--- config.mk ---
export PLATFORM = sky130hd
export DESIGN_NAME = alu64_seq
export DESIGN_NICKNAME = d
export VERILOG_FILES = /design/src/rtl/alu_pkg.sv /design/src/rtl/adder_16.sv /design/src/rtl/alu64_seq.sv
export SDC_FILE = /design/constraint.sdc
export NUM_CORES = 1
export LEC_CHECK = 0
export ABC_CLOCK_PERIOD_IN_PS = 13080
export BUFFER_PORTS_ARGS = -buffer_cell sky130_fd_sc_hd__buf_2
export CORE_MARGIN = 3
export CORE_UTILIZATION = 62
export CTS_CLUSTER_DIAMETER = 60
export CTS_CLUSTER_SIZE = 20
export DETAILED_ROUTE_END_ITERATION = 10
export PLACE_DENSITY = 0.95
export SLEW_MARGIN = 10
export SYNTH_ARGS = -nofsm -noshare
export SYNTH_HDL_FRONTEND = slang
export SYNTH_SLANG_ARGS = --single-unit
--- constraint.sdc ---
create_clock -name clk -period 13.08 [get_ports clk]
set_input_delay 1.308 -clock clk [delete_from_list [all_inputs] [get_ports clk]]
set_output_delay 1.308 -clock clk [all_outputs]
set_load 0.02 [all_outputs]
--- src/rtl/alu_pkg.sv ---
// Shared definitions for the multi-cycle execute-stage ALU.
// Provides op and FSM state encodings plus slice geometry.
package alu_pkg;

  // Chunk width is fixed by adder_16 and must not be overridden.
  localparam int unsigned SLICE_W    = 16;
  localparam int unsigned WIDTH      = 64;
  localparam int unsigned NUM_SLICES = WIDTH / SLICE_W;

  typedef enum logic [1:0] {
    OP_ADD = 2'd0,
    OP_SUB = 2'd1,
    OP_AND = 2'd2,
    OP_XOR = 2'd3
  } op_e;

  typedef enum logic [1:0] {
    ST_IDLE = 2'd0,
    ST_RUN  = 2'd1,
    ST_DONE = 2'd2
  } state_e;

endpackage

--- src/rtl/adder_16.sv ---
// 16-bit Kogge-Stone prefix adder with carry-in.
// Ports:
//   A, B  in  16  addends
//   Cin   in  1   carry-in
//   O     out 17  {carry-out, sum[15:0]}
module adder_16 (
  input  logic [15:0] A,
  input  logic [15:0] B,
  input  logic        Cin,
  output logic [16:0] O
);

  function automatic logic [16:0] ks_add(input logic [15:0] x, input logic [15:0] y,
                                         input logic ci);
    logic [15:0] g;
    logic [15:0] p;
    logic [15:0] gn;
    logic [15:0] pn;
    logic [15:0] hs;
    logic [16:0] c;
    g  = x & y;
    p  = x ^ y;
    hs = p;
    // Fold carry-in into bit 0 so the prefix tree yields true carries.
    g[0] = g[0] | (p[0] & ci);
    for (int d = 1; d < 16; d = d * 2) begin
      gn = g;
      pn = p;
      for (int i = d; i < 16; i++) begin
        gn[i] = g[i] | (p[i] & g[i-d]);
        pn[i] = p[i] & p[i-d];
      end
      g = gn;
      p = pn;
    end
    // After the tree, g[i] is the carry out of bit i.
    c = {g, ci};
    return {c[16], hs ^ c[15:0]};
  endfunction

  always_comb begin
    O = ks_add(A, B, Cin);
  end

endmodule

--- src/rtl/alu64_seq.sv ---
// Multi-cycle 64-bit execute-stage ALU. Operands are processed in 16-bit chunks,
// LSB first, through a single shared adder_16 with the carry chained between chunks.
// Ports:
//   clk, rst_n            clock, asynchronous active-low reset
//   in_valid / in_ready   operation handshake from decode (in_ready only in IDLE)
//   op, a, b              op code (ADD/SUB/AND/XOR) and operands; SUB is a-b
//   out_valid / out_ready result handshake to memory stage
//   result, cf, zf, sf, of  result and Y86 condition codes, held until next completion
module alu64_seq
  import alu_pkg::*;
#(
  // Must be a multiple of SLICE_W.
  parameter int unsigned WIDTH = 64
) (
  input  logic             clk,
  input  logic             rst_n,
  input  logic             in_valid,
  output logic             in_ready,
  input  logic [1:0]       op,
  input  logic [WIDTH-1:0] a,
  input  logic [WIDTH-1:0] b,
  output logic             out_valid,
  input  logic             out_ready,
  output logic [WIDTH-1:0] result,
  output logic             cf,
  output logic             zf,
  output logic             sf,
  output logic             of
);

  localparam int unsigned NSLC  = WIDTH / SLICE_W;
  localparam int unsigned CNT_W = (NSLC > 1) ? $clog2(NSLC) : 1;
  localparam logic [CNT_W-1:0] LAST = CNT_W'(NSLC - 1);

  state_e           state_q, state_d;
  logic [CNT_W-1:0] cnt_q, cnt_d;
  op_e              op_q, op_d;
  logic [WIDTH-1:0] a_q, a_d;
  logic [WIDTH-1:0] b_q, b_d;
  logic             carry_q, carry_d;
  logic [WIDTH-1:0] acc_q, acc_d;
  logic [WIDTH-1:0] result_q, result_d;
  logic             cf_q, cf_d;
  logic             zf_q, zf_d;
  logic             sf_q, sf_d;
  logic             of_q, of_d;

  logic [SLICE_W-1:0] add_a;
  logic [SLICE_W-1:0] add_b;
  logic [SLICE_W:0]   add_o;
  logic [SLICE_W-1:0] slice_res;
  logic               arith;

  adder_16 u_adder (
    .A   (add_a),
    .B   (add_b),
    .Cin (carry_q),
    .O   (add_o)
  );

  assign add_a = a_q[int'(cnt_q) * SLICE_W +: SLICE_W];
  assign add_b = b_q[int'(cnt_q) * SLICE_W +: SLICE_W];
  assign arith = (op_q == OP_ADD) || (op_q == OP_SUB);

  always_comb begin
    unique case (op_q)
      OP_AND:  slice_res = add_a & add_b;
      OP_XOR:  slice_res = add_a ^ add_b;
      default: slice_res = add_o[SLICE_W-1:0];
    endcase
  end

  always_comb begin
    state_d  = state_q;
    cnt_d    = cnt_q;
    op_d     = op_q;
    a_d      = a_q;
    b_d      = b_q;
    carry_d  = carry_q;
    acc_d    = acc_q;
    result_d = result_q;
    cf_d     = cf_q;
    zf_d     = zf_q;
    sf_d     = sf_q;
    of_d     = of_q;

    unique case (state_q)
      ST_IDLE: begin
        if (in_valid) begin
          a_d   = a;
          op_d  = op_e'(op);
          // SUB is a + ~b + 1: invert b here, seed the chain's carry with 1.
          b_d     = (op == OP_SUB) ? ~b : b;
          carry_d = (op == OP_SUB);
          cnt_d   = '0;
          state_d = ST_RUN;
        end
      end
      ST_RUN: begin
        acc_d[int'(cnt_q) * SLICE_W +: SLICE_W] = slice_res;
        carry_d = add_o[SLICE_W];
        cnt_d   = cnt_q + 1'b1;
        if (cnt_q == LAST) begin
          // Result and flags only become visible once the whole word is done.
          state_d  = ST_DONE;
          result_d = acc_d;
          cf_d     = arith & add_o[SLICE_W];
          of_d     = arith & (a_q[WIDTH-1] == b_q[WIDTH-1]) &
                     (acc_d[WIDTH-1] != a_q[WIDTH-1]);
          zf_d     = (acc_d == '0);
          sf_d     = acc_d[WIDTH-1];
        end
      end
      ST_DONE: begin
        if (out_ready) begin
          state_d = ST_IDLE;
        end
      end
      default: state_d = ST_IDLE;
    endcase
  end

  always_ff @(posedge clk or negedge rst_n) begin
    if (!rst_n) begin
      state_q  <= ST_IDLE;
      cnt_q    <= '0;
      op_q     <= OP_ADD;
      a_q      <= '0;
      b_q      <= '0;
      carry_q  <= 1'b0;
      acc_q    <= '0;
      result_q <= '0;
      cf_q     <= 1'b0;
      zf_q     <= 1'b0;
      sf_q     <= 1'b0;
      of_q     <= 1'b0;
    end else begin
      state_q  <= state_d;
      cnt_q    <= cnt_d;
      op_q     <= op_d;
      a_q      <= a_d;
      b_q      <= b_d;
      carry_q  <= carry_d;
      acc_q    <= acc_d;
      result_q <= result_d;
      cf_q     <= cf_d;
      zf_q     <= zf_d;
      sf_q     <= sf_d;
      of_q     <= of_d;
    end
  end

  assign in_ready  = (state_q == ST_IDLE);
  assign out_valid = (state_q == ST_DONE);
  assign result    = result_q;
  assign cf        = cf_q;
  assign zf        = zf_q;
  assign sf        = sf_q;
  assign of        = of_q;

endmodule

== Yosys cells after proc, flatten, opt, wreduce, memory -nomap -nowiden ==
Cells that the tools add are included.
Cells by class
  add/sub/neg operators: 2
  equality and inequality tests: 12
  shift operators: 4
  mux-type cells: 11
  bitwise gates (word level): 141
  reductions and logical operators: 9
Operator list (count)
  variable part select 64 x 7 -> 16 bit: 2
  bitwise AND 1 bit: 87
  bitwise mux 64 bit: 1
  zero test 64 bit: 1
  two-way mux 64 bit: 1
  inverter 64 bit: 1
  variable shift 16 x 34 -> 64 bit, first input constant: 1
  variable part select 16 x 34 -> 64 bit: 1
  OR 1 bit: 50
  negation 6 -> 34 bit: 1
  case mux 16 bit (2 select lines): 1
  bitwise XOR 16 bit: 2
  bitwise AND 16 bit: 1
  == test 2 bit, second input constant: 4
  two-way mux 2 bit: 4
  == test 2 x 1 -> 1 bit, second input constant: 3
  case mux 2 bit (3 select lines): 1
  AND reduction 2 bit: 3
  zero test 2 bit: 2
  inequality test 2 bit, second input constant: 2
  case mux 2 bit (2 select lines): 1
  AND reduction 3 bit: 1
  adder 2 x 1 -> 2 bit, second input constant: 1
  inequality test 2 x 1 -> 1 bit, second input constant: 1
  other kinds (6): 6
Word-level totals
  register bits: 267
  bits of input ports: 134
  output and inout port bits: 70

== Longest topological paths before layout ==
Gate-level depths: netlist of run 1.
  depth in word-level cells: 16
  gate-level depth with buffers: 15
  mapped depth without buffers: 12

== Hierarchy ==
From an unflattened synthesis of run 1, not the netlist that was laid out.
Unflattened totals
  cells, all modules: 1456
  area, all modules: 13711.9 um^2
Modules (own cells, without submodules)
  alu64_seq: times used 1, cells an instance 1342, area each 12881.1 um^2
  adder_16: times used 1, cells an instance 114, area each 830.8 um^2

== Worst setup path after synthesis of run 1 ==
Ideal clock, no wire load.
  kind: flip-flop to flip-flop
  start point: register cnt_q[0]
  end point: register zf_q (netlist: zf)
  arrival: 4.548 ns
  data required time: 12.984 ns
  setup slack: 8.436 ns
  stages on the path, launching flop included: 15
  period minus slack after synthesis: 4.644 ns
  cells stage by stage: dfrtp_1 buf_1 buf_1 mux4_2 fa_1 inv_1 fa_1 nor2b_1 o211ai_2 a211oi_1 or2_1 a221oi_2 o221ai_1 or4b_1 o31ai_1
Between the ends
  longest elaborated chain between the ends: 15
  elaborated cells on any way between the ends: 136
  classes of those cells: add/sub (1); eq/ne (1); shift (4); mux (2); bitwise (126); reduce/logical (2)
Ends and longest elaborated chain
  start, declared: RTL line alu64_seq.sv:36  | logic [CNT_W-1:0] cnt_q, cnt_d;
  start signal, assigned: RTL line alu64_seq.sv:139  | cnt_q <= cnt_d;
  variable part select 64 x 7 -> 16 bit (on tied branches): RTL line alu64_seq.sv:61, alu64_seq.sv:62
  bitwise XOR 16 bit: RTL line adder_16.sv:22, alu64_seq.sv:68
  bitwise AND 1 bit: RTL line adder_16.sv:25  | g[0] = g[0] | (p[0] & ci);
  OR 1 bit: RTL line adder_16.sv:25
  bitwise AND 1 bit: RTL line adder_16.sv:30  | gn[i] = g[i] | (p[i] & g[i-d]);
  OR 1 bit: RTL line adder_16.sv:30
  bitwise AND 1 bit: RTL line adder_16.sv:30
  OR 1 bit: RTL line adder_16.sv:30
  bitwise AND 1 bit: RTL line adder_16.sv:30
  OR 1 bit: RTL line adder_16.sv:30
  bitwise XOR 16 bit: RTL line adder_16.sv:38  | return {c[16], hs ^ c[15:0]};
  case mux 16 bit (2 select lines): RTL line alu64_seq.sv:66  | unique case (op_q)
  variable part select 16 x 34 -> 64 bit: RTL line alu64_seq.sv:100  | acc_d[int'(cnt_q) * SLICE_W +: SLICE_W] = slice_res;
  bitwise mux 64 bit: RTL line alu64_seq.sv:100
  zero test 64 bit: RTL line alu64_seq.sv:110  | zf_d = (acc_d == '0);
  end signal, assigned: RTL line alu64_seq.sv:147  | zf_q <= zf_d;
  end, declared: RTL line alu64_seq.sv:44  | logic zf_q, zf_d;
Parallel ways exist; a longest one is shown, timed or not.
A chain may end at the register's enable or synchronous reset.

== Worst setup path after layout of run 1 ==
  start point: register cnt_q[1]
  end point: register zf_q (netlist: zf)
The elaborated chain is that of the path after synthesis.

==> reports/qor.yml, run 1 <==
status:
  outcome: "finished clean"
setup_path:
  slowest_stage: "dfrtp_1"
  endpoint_kind: "flop"
  critPathBufInv: 2
  critical_path_class: "reg -> reg"
  crit_chain: "buf_4 -> mux4_2 -> fa_1 -> inv_1 -> fa_1 -> mux2_4 -> a211o_1 -> a221oi_2 -> nand4_1 -> nor4_1 -> nand4_1 -> or4b_1 -> o31ai_1"
  slowest_delay_ps: 680
  worst_ep_arrival_time_ps: 5210
  cp_data_required_time_ps: 13510
  cpLargestDelayFamily: "compound AO/OA/AOI/OAI gates"
  worst-path-max-fanout: 26
  cp-start-kind: "flop"
cells_and_area:
  syn2layout_area_growth_pct: 13.3
  fin_nets: 1561
  drive_above_1_share_pct: 25.3
  n_antenna_cell: 0
routing:
  wl_per_cell_um: 21.9
  route.top_layer_used: "met4"
  drtAntennaViolNets: 0
  drc: 0
  met1_length_um: 13600
  drt_iter0_drc: 1017
  wl_met3_um: 3920
  num_vias: 10900
  vias_per_cell: 6.48
  wl_um: 36700
  wl_met2_um: 17500
  firstDrtPassIters: 7
synthesis:
  synth-seq-area-share_pct: 50.4
  yosys_warnings: 0
  synth_edf_count: 0
  synth_nets: 1409
  avgSynthCellArea_um2: 10.6
  netlist_area_um2: 13200
  synth_seq_cells: 266
  async_reset_ff_share_pct: 100
  ys.flop_type: "dfrtp_1"
  ys_types: 75
  synth_cells: 1251
global_route:
  antenna_found_initial: 0
  first_global_vias: 10700
  grt.total_usage_pct: 31.3
  grt_max_degree: 120
  grt_pass1_wl_um: 58500
  overflow: 0
placed_design:
  hpwl_um: 26100
  place.gp.congestion: 0.950
  portBuffers: 203
sta:
  worstMarginPinSlew_ps: 1220
  rsz0062_at_grt: "no"
  fin_skew_ps: 27.8
  hold_viol_final: 0
  post-route-period-util_pct: 36.6
  fin_setup_tns_ps: 0
  finalCriticalPeriod_ps: 4780
  fmax_mhz: 209
  timing.slew.headroom_pct: 18.6
  slew_viol_final: 0
  setup_violations: 0
clock_tree:
  cts_hold_buf: 0
  post_cts_resized: 0
  cts_tree: "done"
  cts_sinks: 266
  numCtsBuffers: 20
  clock_path_buffers: 3
  insertion_delay_ps: 530
  htreeDepth: 1
  cts-root-buf: "clkbuf_16"
  cts_setup_buffers: 0
  cts.clk_slew.worst_paths_ps: 80
floorplan:
  row_count: 52
  die_area_um2: 23100
  chipWidth_um: 152
  io_pins: 204
  core_area_um2: 20600
  fp.dieH_um: 152
  start_util_pct: 64.2
job:
  cap_violations: 0
worst_hold_path:
  hold_class: "reg -> reg"
==> area by class of cell <==
class,instances,area [µm²]
Sequential cell,266,6660
Tap cell,270,338
Inverter,20,75.1
Timing Repair Buffer,217,1130
Clock buffer,21,504
Clock inverter,7,105
Multi-Input combinational cell,878,6150
Fill cell,1419,5600
==> per-stage QoR <==
step / instances / util [%] / worst slack [ps] / hold WS, ps / cell area, µm²
finish: 1679 / 72.8 / 8300 / 473 / 15000
global route: 1679 / 72.8 / 7910 / 497 / 15000
global placement: 1651 / 69.8 / 8540 / 455 / 14400
detailed placement: 1651 / 69.8 / 8380 / 460 / 14400
floorplan: 1251 / - / 8440 / 442 / 13200
CTS: 1679 / 72.8 / 8320 / 476 / 15000
==> path summary, 6_finish.rpt <==
| check | from | endpoint | slack, ps | cells after the start |
|---|---|---|---|---|
| max in group asynchronous | rst_n | b_q[34] | 9810 | 3 |
| setup / recovery | cnt_q[1] | zf | 8300 | 13 |
| setup reg to reg | cnt_q[1] | zf | 8300 | 13 |
| min in group asynchronous | rst_n | result[56] | 840 | 1 |
| hold / removal | cf | cf | 470 | 2 |
| hold reg to reg | cf | cf | 470 | 2 |
==> sequential cells by signal (all words and copies together), names as in the netlist, 2 cells and up <==
signal and cells:
state_q 2, acc_q 64, b_q 64, cnt_q 2
a_q 64, op_q 2, result 64
==> synthesized netlist by cell type, drive strengths merged (4+ instances only) <==
| library cell | instances | area (µm²) |
|---|---|---|
| a211oi | 9 | 67.6 |
| a21oi | 100 | 500 |
| a221oi | 39 | 360 |
| a22o | 30 | 263 |
| a22oi | 4 | 35.0 |
| a2bb2oi | 5 | 43.8 |
| a31oi | 4 | 25.0 |
| a41oi | 5 | 43.8 |
| and2 | 8 | 50.1 |
| buf | 29 | 125 |
| clkbuf | 58 | 218 |
| dfrtp | 266 | 6660 |
| ha | 22 | 275 |
| inv | 19 | 71.3 |
| mux2 | 68 | 769 |
| mux2i | 5 | 50.1 |
| mux4 | 32 | 721 |
| nand2 | 103 | 387 |
| nand3 | 7 | 35.0 |
| nand4 | 4 | 25.0 |
| nor2 | 179 | 672 |
| nor2b | 10 | 62.6 |
| nor3 | 8 | 40.0 |
| nor4 | 14 | 87.6 |
| o211ai | 4 | 35.0 |
| o21a | 6 | 45.0 |
| o21ai | 81 | 405 |
| o31ai | 7 | 52.6 |
| or2 | 5 | 31.3 |
| xnor2 | 65 | 569 |
==> metal layers <==
layer | GRT usage, % | vias up
met3 | 6.46 | 121
met2 | 51.0 | 687
li1 | - | 4794
met4 | 12.1 | 0
met1 | 41.8 | 5273
met5 | 0 | -
==> worst reg2reg max path: stages, from the launching register on <==
cell and delay (ps):
dfrtp_1 680, buf_4 450, mux4_2 320, fa_1 220, inv_1 70, fa_1 420, mux2_4 290, a211o_1 500
a221oi_2 360, nand4_1 120, nor4_1 320, nand4_1 130, or4b_1 510, o31ai_1 280
==> logic make-up after synthesis <==
kind of cell | after synthesis | synth area share [%]
multiplexers | 105 | 11.7
AND/OR/NAND/NOR | 358 | 11.7
AO/OA/AOI/OAI | 325 | 16.3
flip-flops | 266 | 50.4
buffers and inverters | 107 | 3.17
adder cells (fa/ha/maj) | 24 | 2.39
XOR/XNOR | 66 | 4.38
==> cells in the final DEF (no fill, tap or decap), types with 3 or more instances in the layout <==
cell and n:
a22oi_1 3, a211o_1 3, a211oi_1 9, inv_1 19, nand2b_1 3, a21oi_1 100, a31oi_1 4, o211ai_1 3
nand3_1 7, buf_4 14, and2_1 7, nand2_1 102, dfrtp_1 265, a22o_1 30, a221oi_2 3, buf_2 202
and3_1 3, clkinv_8 3, a21o_1 3, xnor2_1 65, mux4_2 32, ha_1 22, o21ai_0 77, o21ai_1 4
o21a_1 6, mux2i_1 5, o31ai_1 7, nor3_1 7, a221oi_1 36, clkbuf_16 20, nor2b_1 9, a2bb2oi_1 5
mux2_2 67, nand4_1 4, nor4_1 13, nor2_1 179, a41oi_1 5
Power of run 1 is not shown: default switching activity piles up to over one toggle a cycle in this logic, so the estimate is an artifact.
==> run 2: changes to the inputs <==
--- a/config.mk
+++ b/config.mk
@@ -5,14 +5,14 @@
 export SDC_FILE = /design/constraint.sdc
 export NUM_CORES = 1
 export LEC_CHECK = 0
-export ABC_CLOCK_PERIOD_IN_PS = 13080
+export ABC_CLOCK_PERIOD_IN_PS = 3830
 export BUFFER_PORTS_ARGS = -buffer_cell sky130_fd_sc_hd__buf_2
 export CORE_MARGIN = 3
-export CORE_UTILIZATION = 62
+export CORE_UTILIZATION = 52
 export CTS_CLUSTER_DIAMETER = 60
 export CTS_CLUSTER_SIZE = 20
 export DETAILED_ROUTE_END_ITERATION = 10
-export PLACE_DENSITY = 0.95
+export PLACE_DENSITY = 0.87
 export SLEW_MARGIN = 10
 export SYNTH_ARGS = -nofsm -noshare
 export SYNTH_HDL_FRONTEND = slang
==> constraint.sdc (replaced) <==
create_clock -name clk -period 3.83 [get_ports clk]
set_input_delay 0.383 -clock clk [delete_from_list [all_inputs] [get_ports clk]]
set_output_delay 0.383 -clock clk [all_outputs]
set_load 0.02 [all_outputs]
==> reports/qor.yml, run 2 (same netlist as run 1, synthesis figures left out) <==
status:
  outcome: "finished, violations left"
  violations: "negative setup slack"
worst_hold_path:
  hold_class: "in -> reg"
  hp-start: "out_ready"
floorplan:
  start_util_pct: 53.6  # -11 points
  die_area_um2: 27300  # +18%
  io_pins: 204  # unchanged
  row_count: 57  # +9.6%
  fp.dieH_um: 165  # +8.8%
  core_area_um2: 24600  # +20%
  chipWidth_um: 165  # +8.8%
sta:
  post-route-period-util_pct: 101  # +64 points
  fin_setup_tns_ps: -28.2  # -28.2 ps
  finalCriticalPeriod_ps: 3860  # -925 ps
  fmax_mhz: 259  # +24%
  holdWs_ps: 46.6  # -427 ps
  worstMarginPinSlew_ps: 911  # -310 ps
  timing.slew.headroom_pct: 39.3  # +21 points
  slew_viol_final: 0  # unchanged
  hold_viol_final: 0  # unchanged
  fin_skew_ps: 19.8  # -7.99 ps
  setup_violations: 1  # +1
  rsz0062_at_grt: "yes"
  layout_setup_ws_ps: -28.2  # -8330 ps
setup_path:
  worstSetupStartpoint: "cnt_q[0]"
  critical_path_class: "reg -> reg"
  cp-start-kind: "flop"
  crit_path_end: "zf"
  reg2reg_depth: 12  # -1
  rrSetupSlack_ps: -30  # -8330 ps
  reg2reg_to: "zf"
  r2r-start: "cnt_q[0]"
  worst-path-max-fanout: 8  # -69%
  worst_ep_arrival_time_ps: 4290  # -920 ps
  endpoint_kind: "flop"
  cp_data_required_time_ps: 4260  # -9250 ps
cells_and_area:
  fin_nets: 1652  # +5.8%
  syn2layout_area_growth_pct: 21.6
  seq_area_um2: 6660  # unchanged
  post-route-util_pct: 65.2  # -7.5 points
  final_common_cell: "dfrtp_1"
  n_antenna_cell: 0  # unchanged
  mostFrequentLayoutCells: "dfrtp_1, buf_2, nor2_1"
  multi_input_area_um2: 6300  # +2.5%
  fillerInstances: 1899  # +34%
  drive_above_1_share_pct: 31.9  # +6.5 points
job:
  cap_violations: 0  # unchanged
clock_tree:
  numCtsBuffers: 21  # +5.0%
  cts_tree: "done"
  insertion_delay_ps: 530  # about the same
  cts_sinks: 266  # unchanged
  cts-root-buf: "clkbuf_16"
  htreeDepth: 1  # unchanged
  clock_path_buffers: 3  # unchanged
  cts.clk_slew.worst_paths_ps: 70  # about the same
placed_design:
  preCtsSetupSlack_ps: -107  # -8480 ps
  place.gp.congestion: 0.964  # +1.5%
  portBuffers: 203  # unchanged
  hpwl_um: 27400  # +4.9%
global_route:
  overflow: 0  # unchanged
  grt_pass1_wl_um: 59100  # +0.96%
  grt_max_degree: 101  # -16%
  antenna_found_initial: 0  # unchanged
  use_met2_pct: 46.4  # -4.7 points
  use_met1_pct: 37.1  # -4.6 points
  first_global_vias: 10900  # +1.7%
  grt_util_met3_pct: 4.04  # -2.4 points
  top_usage_layer: "met2"
  grt.total_usage_pct: 27.8  # -3.5 points
routing:
  vias_per_cell: 6.01  # -7.2%
  drt_iter0_drc: 1082  # +6.4%
  wl_um: 38100  # +3.7%
  num_vias: 11000  # +1.2%
  wl_per_cell_um: 20.8  # -5.0%
  drc: 0  # unchanged
  drtAntennaViolNets: 0  # unchanged
  firstDrtPassIters: 6  # -1
## run 2: worst min-delay path by stage
stage,endpoint,cells past startpoint
CTS,state_q[1],2
floorplan,a_q[0],0
detailed placement,result[51],1
global route,state_q[1],2
finish,state_q[1],2
global placement,acc_q[54],2
## run 2: cell type report
cell class              instances  share of cell area (%)
multi-input cells             878                    39.3
clock inverters                12                   0.741
clock buffers                  24                    3.41
flip-flops and latches        266                    41.5
inverters                      20                   0.468
repair buffers                307                    12.1
well taps                     324                    2.53
## run 2: repair_timing
item,in CTS,in global routing
hold buffers,1,0
pin swaps,1,5
buffers inserted,5,3
gates cloned,1,0
hold endpoints to repair,98,0
gates resized for setup,16,15
endpoints found under the setup margin,1,15
## run 2: layer usage
metal,wire length [µm],vias up
li1,-,4974
met2,18400,581
met4,1620,0
met3,3080,111
met1,14900,5340
met5,0,-
## run 2: critical path, cell delays in order (launching register included)
cell	delay, ps
dfrtp_2	520
mux4_2	580
fa_2	390
inv_2	60
fa_2	220
nor2b_2	70
o211ai_4	280
a211oi_2	130
or2_4	280
a221oi_4	370
a32oi_1	160
a2111o_1	450
o31ai_2	240
## run 2: metrics by stage
step,cell area (µm²),cells
after floorplan,13200,1251
after global placement,15100,1785
after detailed placement,15100,1785
after CTS,16000,1828
after global routing,16100,1831
final,16100,1831
Power of run 2 is left out for the same reason.
